## src/rtl/vgachargen_apb_slave.sv

```systemverilog
// vgachargen_apb_slave: APB3 completer giving port-A access to the character map, colour map and glyph table BRAMs.
module vgachargen_apb_slave #(
    parameter int CH_MAP_ADDR_WIDTH  = 12,
    parameter int CH_MAP_DATA_WIDTH  = 8,
    parameter int CH_MAP_DEPTH       = 2400,
    parameter int COL_MAP_ADDR_WIDTH = 12,
    parameter int COL_MAP_DATA_WIDTH = 8,
    parameter int CH_T_ADDR_WIDTH    = 7,
    parameter int CH_T_DATA_WIDTH    = 128
) (
    input  logic                          clk_i,
    input  logic                          rst_i,
    input  logic                          psel_i,
    input  logic                          penable_i,
    input  logic                          pwrite_i,
    input  logic [31:0]                   paddr_i,
    input  logic [31:0]                   pwdata_i,
    output logic [31:0]                   prdata_o,
    output logic                          pready_o,
    output logic                          pslverr_o,
    output logic [CH_MAP_ADDR_WIDTH-1:0]  ch_map_addr_o,
    output logic [CH_MAP_DATA_WIDTH-1:0]  ch_map_data_o,
    output logic                          ch_map_wen_o,
    input  logic [CH_MAP_DATA_WIDTH-1:0]  ch_map_data_i,
    output logic [COL_MAP_ADDR_WIDTH-1:0] col_map_addr_o,
    output logic [COL_MAP_DATA_WIDTH-1:0] col_map_data_o,
    output logic                          col_map_wen_o,
    input  logic [COL_MAP_DATA_WIDTH-1:0] col_map_data_i,
    output logic [CH_T_ADDR_WIDTH-1:0]    ch_t_rw_addr_o,
    output logic [CH_T_DATA_WIDTH-1:0]    ch_t_rw_data_o,
    output logic                          ch_t_rw_wen_o,
    input  logic [CH_T_DATA_WIDTH-1:0]    ch_t_rw_data_i
);
    typedef enum logic [2:0] {IDLE, ERR, MAP_WR, RD_ADDR, RD_DATA, RMW_RD, RMW_MERGE, RMW_WR} state_e;
    state_e state_q, state_d;
    logic [1:0]                    region_q, region_d;
    logic [1:0]                    lane_q, lane_d;
    logic [31:0]                   wdata_q, wdata_d;
    logic [CH_MAP_ADDR_WIDTH-1:0]  ch_map_addr_q, ch_map_addr_d;
    logic [CH_MAP_DATA_WIDTH-1:0]  ch_map_data_q, ch_map_data_d;
    logic                          ch_map_wen_q, ch_map_wen_d;
    logic [COL_MAP_ADDR_WIDTH-1:0] col_map_addr_q, col_map_addr_d;
    logic [COL_MAP_DATA_WIDTH-1:0] col_map_data_q, col_map_data_d;
    logic                          col_map_wen_q, col_map_wen_d;
    logic [CH_T_ADDR_WIDTH-1:0]    ch_t_rw_addr_q, ch_t_rw_addr_d;
    logic [CH_T_DATA_WIDTH-1:0]    ch_t_rw_data_q, ch_t_rw_data_d;
    logic                          ch_t_rw_wen_q, ch_t_rw_wen_d;
    logic                          access, in_ch, in_col, in_gl, ch_ok, dec_err, start;
    logic [11:0]                   idx;
    always_comb begin
        access  = psel_i & penable_i;
        idx     = paddr_i[13:2];
        in_ch   = paddr_i[15:14] == 2'b00;
        in_col  = paddr_i[15:14] == 2'b01;
        in_gl   = paddr_i[15:11] == 5'b10000;
        ch_ok   = 32'(idx) < 32'(CH_MAP_DEPTH);
        dec_err = (|paddr_i[31:16]) | (|paddr_i[1:0]) | (in_ch & ~ch_ok) | ~(in_ch | in_col | in_gl);
        start   = (state_q == IDLE) & access & ~dec_err;
    end
    always_ff @(posedge clk_i) begin
        if (rst_i) begin
            state_q        <= IDLE;
            region_q       <= '0;
            lane_q         <= '0;
            wdata_q        <= '0;
            ch_map_addr_q  <= '0;
            ch_map_data_q  <= '0;
            ch_map_wen_q   <= 1'b0;
            col_map_addr_q <= '0;
            col_map_data_q <= '0;
            col_map_wen_q  <= 1'b0;
            ch_t_rw_addr_q <= '0;
            ch_t_rw_data_q <= '0;
            ch_t_rw_wen_q  <= 1'b0;
        end else begin
            state_q        <= state_d;
            region_q       <= region_d;
            lane_q         <= lane_d;
            wdata_q        <= wdata_d;
            ch_map_addr_q  <= ch_map_addr_d;
            ch_map_data_q  <= ch_map_data_d;
            ch_map_wen_q   <= ch_map_wen_d;
            col_map_addr_q <= col_map_addr_d;
            col_map_data_q <= col_map_data_d;
            col_map_wen_q  <= col_map_wen_d;
            ch_t_rw_addr_q <= ch_t_rw_addr_d;
            ch_t_rw_data_q <= ch_t_rw_data_d;
            ch_t_rw_wen_q  <= ch_t_rw_wen_d;
        end
    end
    always_comb begin
        state_d = state_q;
        case (state_q)
            IDLE:      if (access) state_d = dec_err ? ERR : ~pwrite_i ? RD_ADDR : in_gl ? RMW_RD : MAP_WR;
            RD_ADDR:   state_d = RD_DATA;
            RMW_RD:    state_d = RMW_MERGE;
            RMW_MERGE: state_d = RMW_WR;
            default:   state_d = IDLE;
        endcase
        if (state_q != IDLE && !psel_i) state_d = IDLE;
    end
    // Memory-side registers: loaded at decode, glyph lane merged in RMW_MERGE.
    always_comb begin
        region_d       = region_q;
        lane_d         = lane_q;
        wdata_d        = wdata_q;
        ch_map_addr_d  = ch_map_addr_q;
        ch_map_data_d  = ch_map_data_q;
        ch_map_wen_d   = 1'b0;
        col_map_addr_d = col_map_addr_q;
        col_map_data_d = col_map_data_q;
        col_map_wen_d  = 1'b0;
        ch_t_rw_addr_d = ch_t_rw_addr_q;
        ch_t_rw_data_d = ch_t_rw_data_q;
        ch_t_rw_wen_d  = 1'b0;
        if (start) begin
            region_d = in_gl ? 2'd2 : in_col ? 2'd1 : 2'd0;
            lane_d   = paddr_i[3:2];
            wdata_d  = pwdata_i;
            if (in_ch) begin
                ch_map_addr_d = CH_MAP_ADDR_WIDTH'(idx);
                ch_map_data_d = pwrite_i ? CH_MAP_DATA_WIDTH'(pwdata_i[7:0]) : ch_map_data_q;
                ch_map_wen_d  = pwrite_i;
            end
            if (in_col) begin
                col_map_addr_d = COL_MAP_ADDR_WIDTH'(idx);
                col_map_data_d = pwrite_i ? COL_MAP_DATA_WIDTH'(pwdata_i[7:0]) : col_map_data_q;
                col_map_wen_d  = pwrite_i;
            end
            if (in_gl) ch_t_rw_addr_d = CH_T_ADDR_WIDTH'(paddr_i[10:4]);
        end
        if (state_q == RMW_MERGE && psel_i) begin
            ch_t_rw_data_d                         = ch_t_rw_data_i;
            ch_t_rw_data_d[{lane_q, 5'd0} +: 32]   = wdata_q;
            ch_t_rw_wen_d                          = 1'b1;
        end
    end
    always_comb begin
        pready_o  = state_q inside {ERR, MAP_WR, RD_DATA, RMW_WR};
        pslverr_o = state_q == ERR;
        prdata_o  = '0;
        if (state_q == RD_DATA)
            prdata_o = region_q == 2'd2 ? ch_t_rw_data_i[{lane_q, 5'd0} +: 32] :
                       region_q == 2'd1 ? 32'(col_map_data_i) : 32'(ch_map_data_i);
    end
    assign ch_map_addr_o  = ch_map_addr_q;
    assign ch_map_data_o  = ch_map_data_q;
    assign ch_map_wen_o   = ch_map_wen_q;
    assign col_map_addr_o = col_map_addr_q;
    assign col_map_data_o = col_map_data_q;
    assign col_map_wen_o  = col_map_wen_q;
    assign ch_t_rw_addr_o = ch_t_rw_addr_q;
    assign ch_t_rw_data_o = ch_t_rw_data_q;
    assign ch_t_rw_wen_o  = ch_t_rw_wen_q;
endmodule

```

## config.mk

```make
export PLATFORM = sky130hd
export DESIGN_NAME = vgachargen_apb_slave
export DESIGN_NICKNAME = d
export VERILOG_FILES = /design/src/rtl/vgachargen_apb_slave.sv
export SDC_FILE = /design/constraint.sdc
export NUM_CORES = 1
export LEC_CHECK = 0
export ABC_AREA = 1
export ABC_CLOCK_PERIOD_IN_PS = 3100
export CAP_MARGIN = 5
export CORE_ASPECT_RATIO = 1.1
export CORE_MARGIN = 3
export CORE_UTILIZATION = 40
export CTS_CLUSTER_SIZE = 8
export DETAILED_ROUTE_END_ITERATION = 7
export PLACE_DENSITY = 0.79
export SYNTH_ARGS = -nofsm -noshare
export SYNTH_HDL_FRONTEND = slang
export SYNTH_SLANG_ARGS = --single-unit
export TNS_END_PERCENT = 30
```

## constraint.sdc

```tcl
create_clock -name clk_i -period 3.1 [get_ports clk_i]
set_input_delay 0.62 -clock clk_i [delete_from_list [all_inputs] [get_ports clk_i]]
set_output_delay 0.62 -clock clk_i [all_outputs]
set_load 0.005 [all_outputs]
```

---- Yosys cells after proc, flatten, opt, wreduce, memory -nomap -nowiden ----
Index checks and enable logic that the tools add are counted.
storage, ports and cells
  register bits after elaboration ......... 217
  latch bits .............................. 0
  bits in writable memories ............... 0
  ROM bits ................................ 0
  output and inout bits ................... 212
  word-level logic and storage cells ...... 74
  memories ................................ 0
cells by class
  $add $sub $neg .......................... 1
  multiply operators ...................... 0
  div/mod/pow operators ................... 0
  $lt $le $gt $ge ......................... 1
  eq/ne operators ......................... 12
  shifts and indexed selects .............. 3
  muxes and demuxes ....................... 12
  bitwise gates (word level) .............. 15
  reductions and logical operators ........ 17
operator list
  cell                      number
  $bwmux 128                1
  $shift 32x9->128 const A  1
  $shiftx 128x8->32         1
  $shiftx 32x9->128         1
  $mux 32                   2
  $reduce_or 16->1          1
  $eq 3x3->1 const B        4
  $lt 12x12->1 const B      1
  $mux 3                    4
  $pmux 3 s4                1
  $neg 7->9                 1
  $mux 8                    1
  $eq 3x2->1 const B        2
  $not 1->1                 6
  $reduce_and 2->1          3
  $reduce_and 3->1          2
  $reduce_or 3->1           2
  $eq 5x5->1 const B        1
  $or 1x1->1                5
  $and 1x1->1               4
  $eq 2x1->1 const B        2
  $reduce_bool 4->1         1
  $reduce_or 2->1           2
  $eq 3x1->1 const B        1
  other kinds (9)           11

---- Logic depth before layout (Yosys ltp) ----
  word-level depth ........................ 9
  gate-level depth with buffers ........... 11
  mapped depth without buffers ............ 10

---- Worst setup path after synthesis ----
No wires, ideal clock.
  path kind ............................... register -> register
  start ................................... reg lane_q[0]
  end ..................................... reg ch_t_rw_data_q[67] (netlist: ch_t_rw_data_o[67])
  library setup time ...................... 0.117 ns
  data arrival time ....................... 2.082 ns
  required time ........................... 2.983 ns
  setup slack ............................. 0.901 ns
  stages on the path, launching flop included .. 12
  path buffers ............................ 4
  period minus slack after synthesis ...... 2.199 ns
  cell sequence ........................... dfxtp_1 -> clkinv_1 -> clkbuf_1 -> clkbuf_1 -> ha_1 -> clkbuf_1 -> nor2_1 -> nand3_1 -> clkbuf_1 -> o22ai_1 -> nor2_1 -> nor2_1
on the way
  longest elaborated chain between the ends .. 3
  elaborated cells on any way between the ends .. 4
  those cells by class .................... 1 x add/sub; 2 x shift; 1 x mux
ends and longest elaborated chain
  item                                                          RTL line  RTL
  start: declaration                                            37        logic [1:0] lane_q, lane_d;
  start signal: assignment                                      78        lane_q <= lane_d;
  $neg 7->9 *                                                   134       ch_t_rw_data_d[{lane_q, 5'd0} +: 32] = wdata_q;
  $shiftx 32x9->128 / $shift 32x9->128 (equally long branches)  134
  $bwmux 128 *                                                  134
  end signal: assignment                                        87        ch_t_rw_data_q <= ch_t_rw_data_d;
  end: declaration                                              46        logic [CH_T_DATA_WIDTH-1:0] ch_t_rw_data_q, ch_t_rw_data_d;
Every way passes the cells marked *; elsewhere a longest branch is shown, timed or not.
A chain may end at the register's enable or synchronous reset.

---- Final worst setup path ----
  start ................................... reg lane_q[0]
  end ..................................... out prdata_o[31]
on the way
  longest elaborated chain between the ends .. 3
ends and longest elaborated chain
  item               RTL line  RTL
  $shiftx 128x8->32  143       prdata_o = region_q == 2'd2 ? ch_t_rw_data_i[{lane_q, 5'd0} +: 32] :
  $mux 32            143
  $mux 32            142       if (state_q == RD_DATA)
  end: declaration   18        output logic [31:0] prdata_o,
Every way passes these cells.

==> results.toml <==
[setup_path]
reg2reg_depth = 8
worstPathMaxFanout = 17
cp-endpoint = "prdata_o[31]"
required_ns = 2.48
crit_buf_inv = 3
cp-end-kind = "output port"
r2r-end = "ch_t_rw_data_o[65]"
rr_startpoint = "lane_q[1]"
ff2ff_setup_slack_ns = 0.66
slowest_delay_ns = 0.59
critPathLaunchType = "register"
crit_top_cell = "a21oi_1"
slowest_stage = "clkdlybuf4s50_1"
cp_top_family = "buffers and inverters"
crit_chain = "inv_2, buf_4, a21oi_1, o21ai_0, a21oi_1, clkdlybuf4s50_1"
crit_type = "register to output port"
crit_start = "lane_q[0]"
critical_path_arrival_ns = 2.43
path_depth = 6

[grt]
grt_pass1_vias = 12200
antenna_found_initial = 6
overflow = 0
grt.total_usage = 0.313
grt_pass1_wl_mm = 70.2
grt_max_degree = 193

[finish]
drive_gt1_frac = 0.0585
nets = 2114
utilization = 0.621
syn2layout_area_growth_pct = 51.7
final_cells = 2248

[timing]
tightest_slew_ns = 0.851
rsz0062_at_grt = "true"
clock_skew_ns = 0.0147
slew_viol_final = 0
timing.fmax_mhz = 328
setup_viol = 0
fin_crit_ns = 3.05
slew_headroom = 0.433
final-hold-violation-count = 0
fin_crit_sh = 0.983

[place]
dp_hpwl_mm = 32.5
dpl.cell_count = 2206
place_congestion = 0.967
port_buffers = 424

[synthesis]
yosys_register_bits = 217
yosys.cell_count.top_type = "nor2_1"
yosys.area.top_type = "dfxtp_1"
synth_area_leaders = "dfxtp_1 (42%), a21oi_1 (12%), o21ai_0 (11%), nor2_1 (8.9%), inv_1 (5.6%)"
synth-main-ff-cell = "dfxtp_1"
synth.net_count = 1738
ys_async_sr_fraction = 0
synth_edf_count = 0
synth_top_area_share = 0.416
ys_top_cells_by_count = "nor2_1 (249), a21oi_1 (240), o21ai_0 (226)"
synth_area_mm2 = 0.0104
syn_area_per_cell_um2 = 6.87
yosys_warnings = 0
synth-seq-area-share = 0.416
synth.distinct_cells = 28
netlist_instances = 1520

[run_status]
outcome = "finished clean"

[drt]
drt_first_pass_iters = 6
routedWlPerCell_um = 20.9
vias = 12600
drt_iter0_drc = 1248
route.detailed.drc = 0
drt_wl_total_mm = 47.0
antenna_left = 0
vias_per_cell = 5.59

[die]
core_mm2 = 0.0255
start_util = 0.410
ios = 425
die_h_um = 175
row_count = 61
die_area_mm2 = 0.0281
die_w_um = 160

[cts]
cts.sinks = 217
cts_root_buffer = "clkbuf_16"
clk_pin_slew_ns = 0.05
cts.path.max_buffers = 3
cts_tree = "yes"
ctsHoldBuffers = 0
cts_buffers = 31
clock_latency_ns = 0.55
cts_htree_levels = 1

[power]
powerDensity_mw_per_mm2 = 396
leakage_uw = 0.00612
ir_worst_vdd_v = 0.000369

[worst_hold_path]
hold_path.class = "register to register"

[job]
max_cap_viol_count = 0
[power breakdown]
part	switching, µW	internal (µW)	total [µW]
Sequential	0.802	2790	2790
Clock	1190	1750	2940
Combinational	226	305	532
Total	1420	4850	6270
[timing repair]
| action | 4_1_cts | 5_1_grt |
|---|---|---|
| resized for setup | 2 | 3 |
| endpoints found under the setup margin | 10 | 7 |
| buffers inserted | 3 | 0 |
| hold endpoints to repair | 0 | 0 |
| cloned | 0 | 0 |
[area by class of cell]
type                    count  area [µm²]
inverters                 161         607
diodes                      4        10.0
repair buffers            467        4620
clock inverters             2        16.3
clock buffers              33         783
fillers                  2327        9650
flip-flops and latches    217        4350
multi-input cells        1018        5030
well taps                 346         433
[worst min-delay path by stage]
| stage | startpoint | end | depth (start not counted) |
|---|---|---|---|
| floorplan | region_q[1] | region_q[1] | 2 |
| global placement | col_map_data_o[7] | col_map_data_o[7] | 2 |
| detailed placement | ch_map_addr_o[11] | ch_map_addr_o[11] | 2 |
| CTS | ch_map_addr_o[11] | ch_map_addr_o[11] | 2 |
| global route | ch_map_addr_o[7] | ch_map_addr_o[7] | 2 |
| finish | region_q[1] | region_q[1] | 2 |
[state kept, by name, summed over array words and instances, names as in the netlist, 3 cells and up]
name	flops
ch_t_rw_data_o	128
wdata_q	32
ch_map_addr_o	12
col_map_addr_o	12
ch_map_data_o	8
col_map_data_o	8
ch_t_rw_addr_o	7
state_q	3
[worst reg2reg max path, stage by stage, from the launching register on]
cell     delay, ns
dfxtp_4       0.36
inv_1         0.06
buf_4         0.25
ha_2          0.43
nand3_2       0.51
buf_4         0.40
o22ai_1       0.19
nor2_1        0.07
nor2_1        0.11
[cells by family (layout without fill, tap and decap cells)]
group | after synthesis | count (layout) | synth area share
DFF | 217 | 217 | 0.416
buffers and inverters | 285 | 663 | 0.106
adders and majority gates | 5 | 5 | 0.00599
and+or+nand+nor | 426 | 426 | 0.169
muxes | 8 | 8 | 0.00863
other | 0 | 4 | 0
AOI/OAI and AO/OA | 579 | 579 | 0.294
[cell usage in the layout, fill, tap and decap left out, types with 2 or more instances in the layout]
| cell type | instances |
|---|---|
| clkbuf_16 | 31 |
| a21oi_1 | 240 |
| ha_2 | 4 |
| o22ai_1 | 64 |
| o21ai_0 | 226 |
| nand2_1 | 75 |
| mux2_2 | 8 |
| a22oi_1 | 32 |
| inv_1 | 155 |
| inv_2 | 5 |
| a31oi_1 | 8 |
| clkdlybuf4s50_1 | 423 |
| buf_12 | 4 |
| nor2_1 | 247 |
| nand4_1 | 5 |
| nand3_2 | 2 |
| nor3_1 | 34 |
| diode_2 | 4 |
| nand3_1 | 51 |
| nor2_4 | 3 |
| clkbuf_1 | 2 |
| dfxtp_1 | 215 |
| o21ai_1 | 8 |
| buf_4 | 38 |
| nand2_2 | 2 |
| nor3_2 | 2 |
| nor2_2 | 3 |
[stage by stage]
step	setup WS, ns	instance area [µm²]	TNS [ns]	total power (µW)	hold WS (ns)
after floorplan	0.901	10400	0	3010	0.440
after detailed placement	0.196	15000	0	3370	0.457
after CTS	-0.00448	15800	-0.00809	6290	0.465
after global placement	0.206	15000	0	3370	0.450
final	0.0517	15800	0	6270	0.464
after global routing	-0.0492	15800	-0.0695	6460	0.480
[metal layers]
metal | up-vias | track usage | routed length, µm
met5 | - | 0 | 41
met4 | 6 | 0.152 | 2570
met3 | 150 | 0.0967 | 5280
met2 | 757 | 0.515 | 21600
met1 | 5789 | 0.373 | 17500
li1 | 5871 | - | -
(Power assumes the default switching activity.)
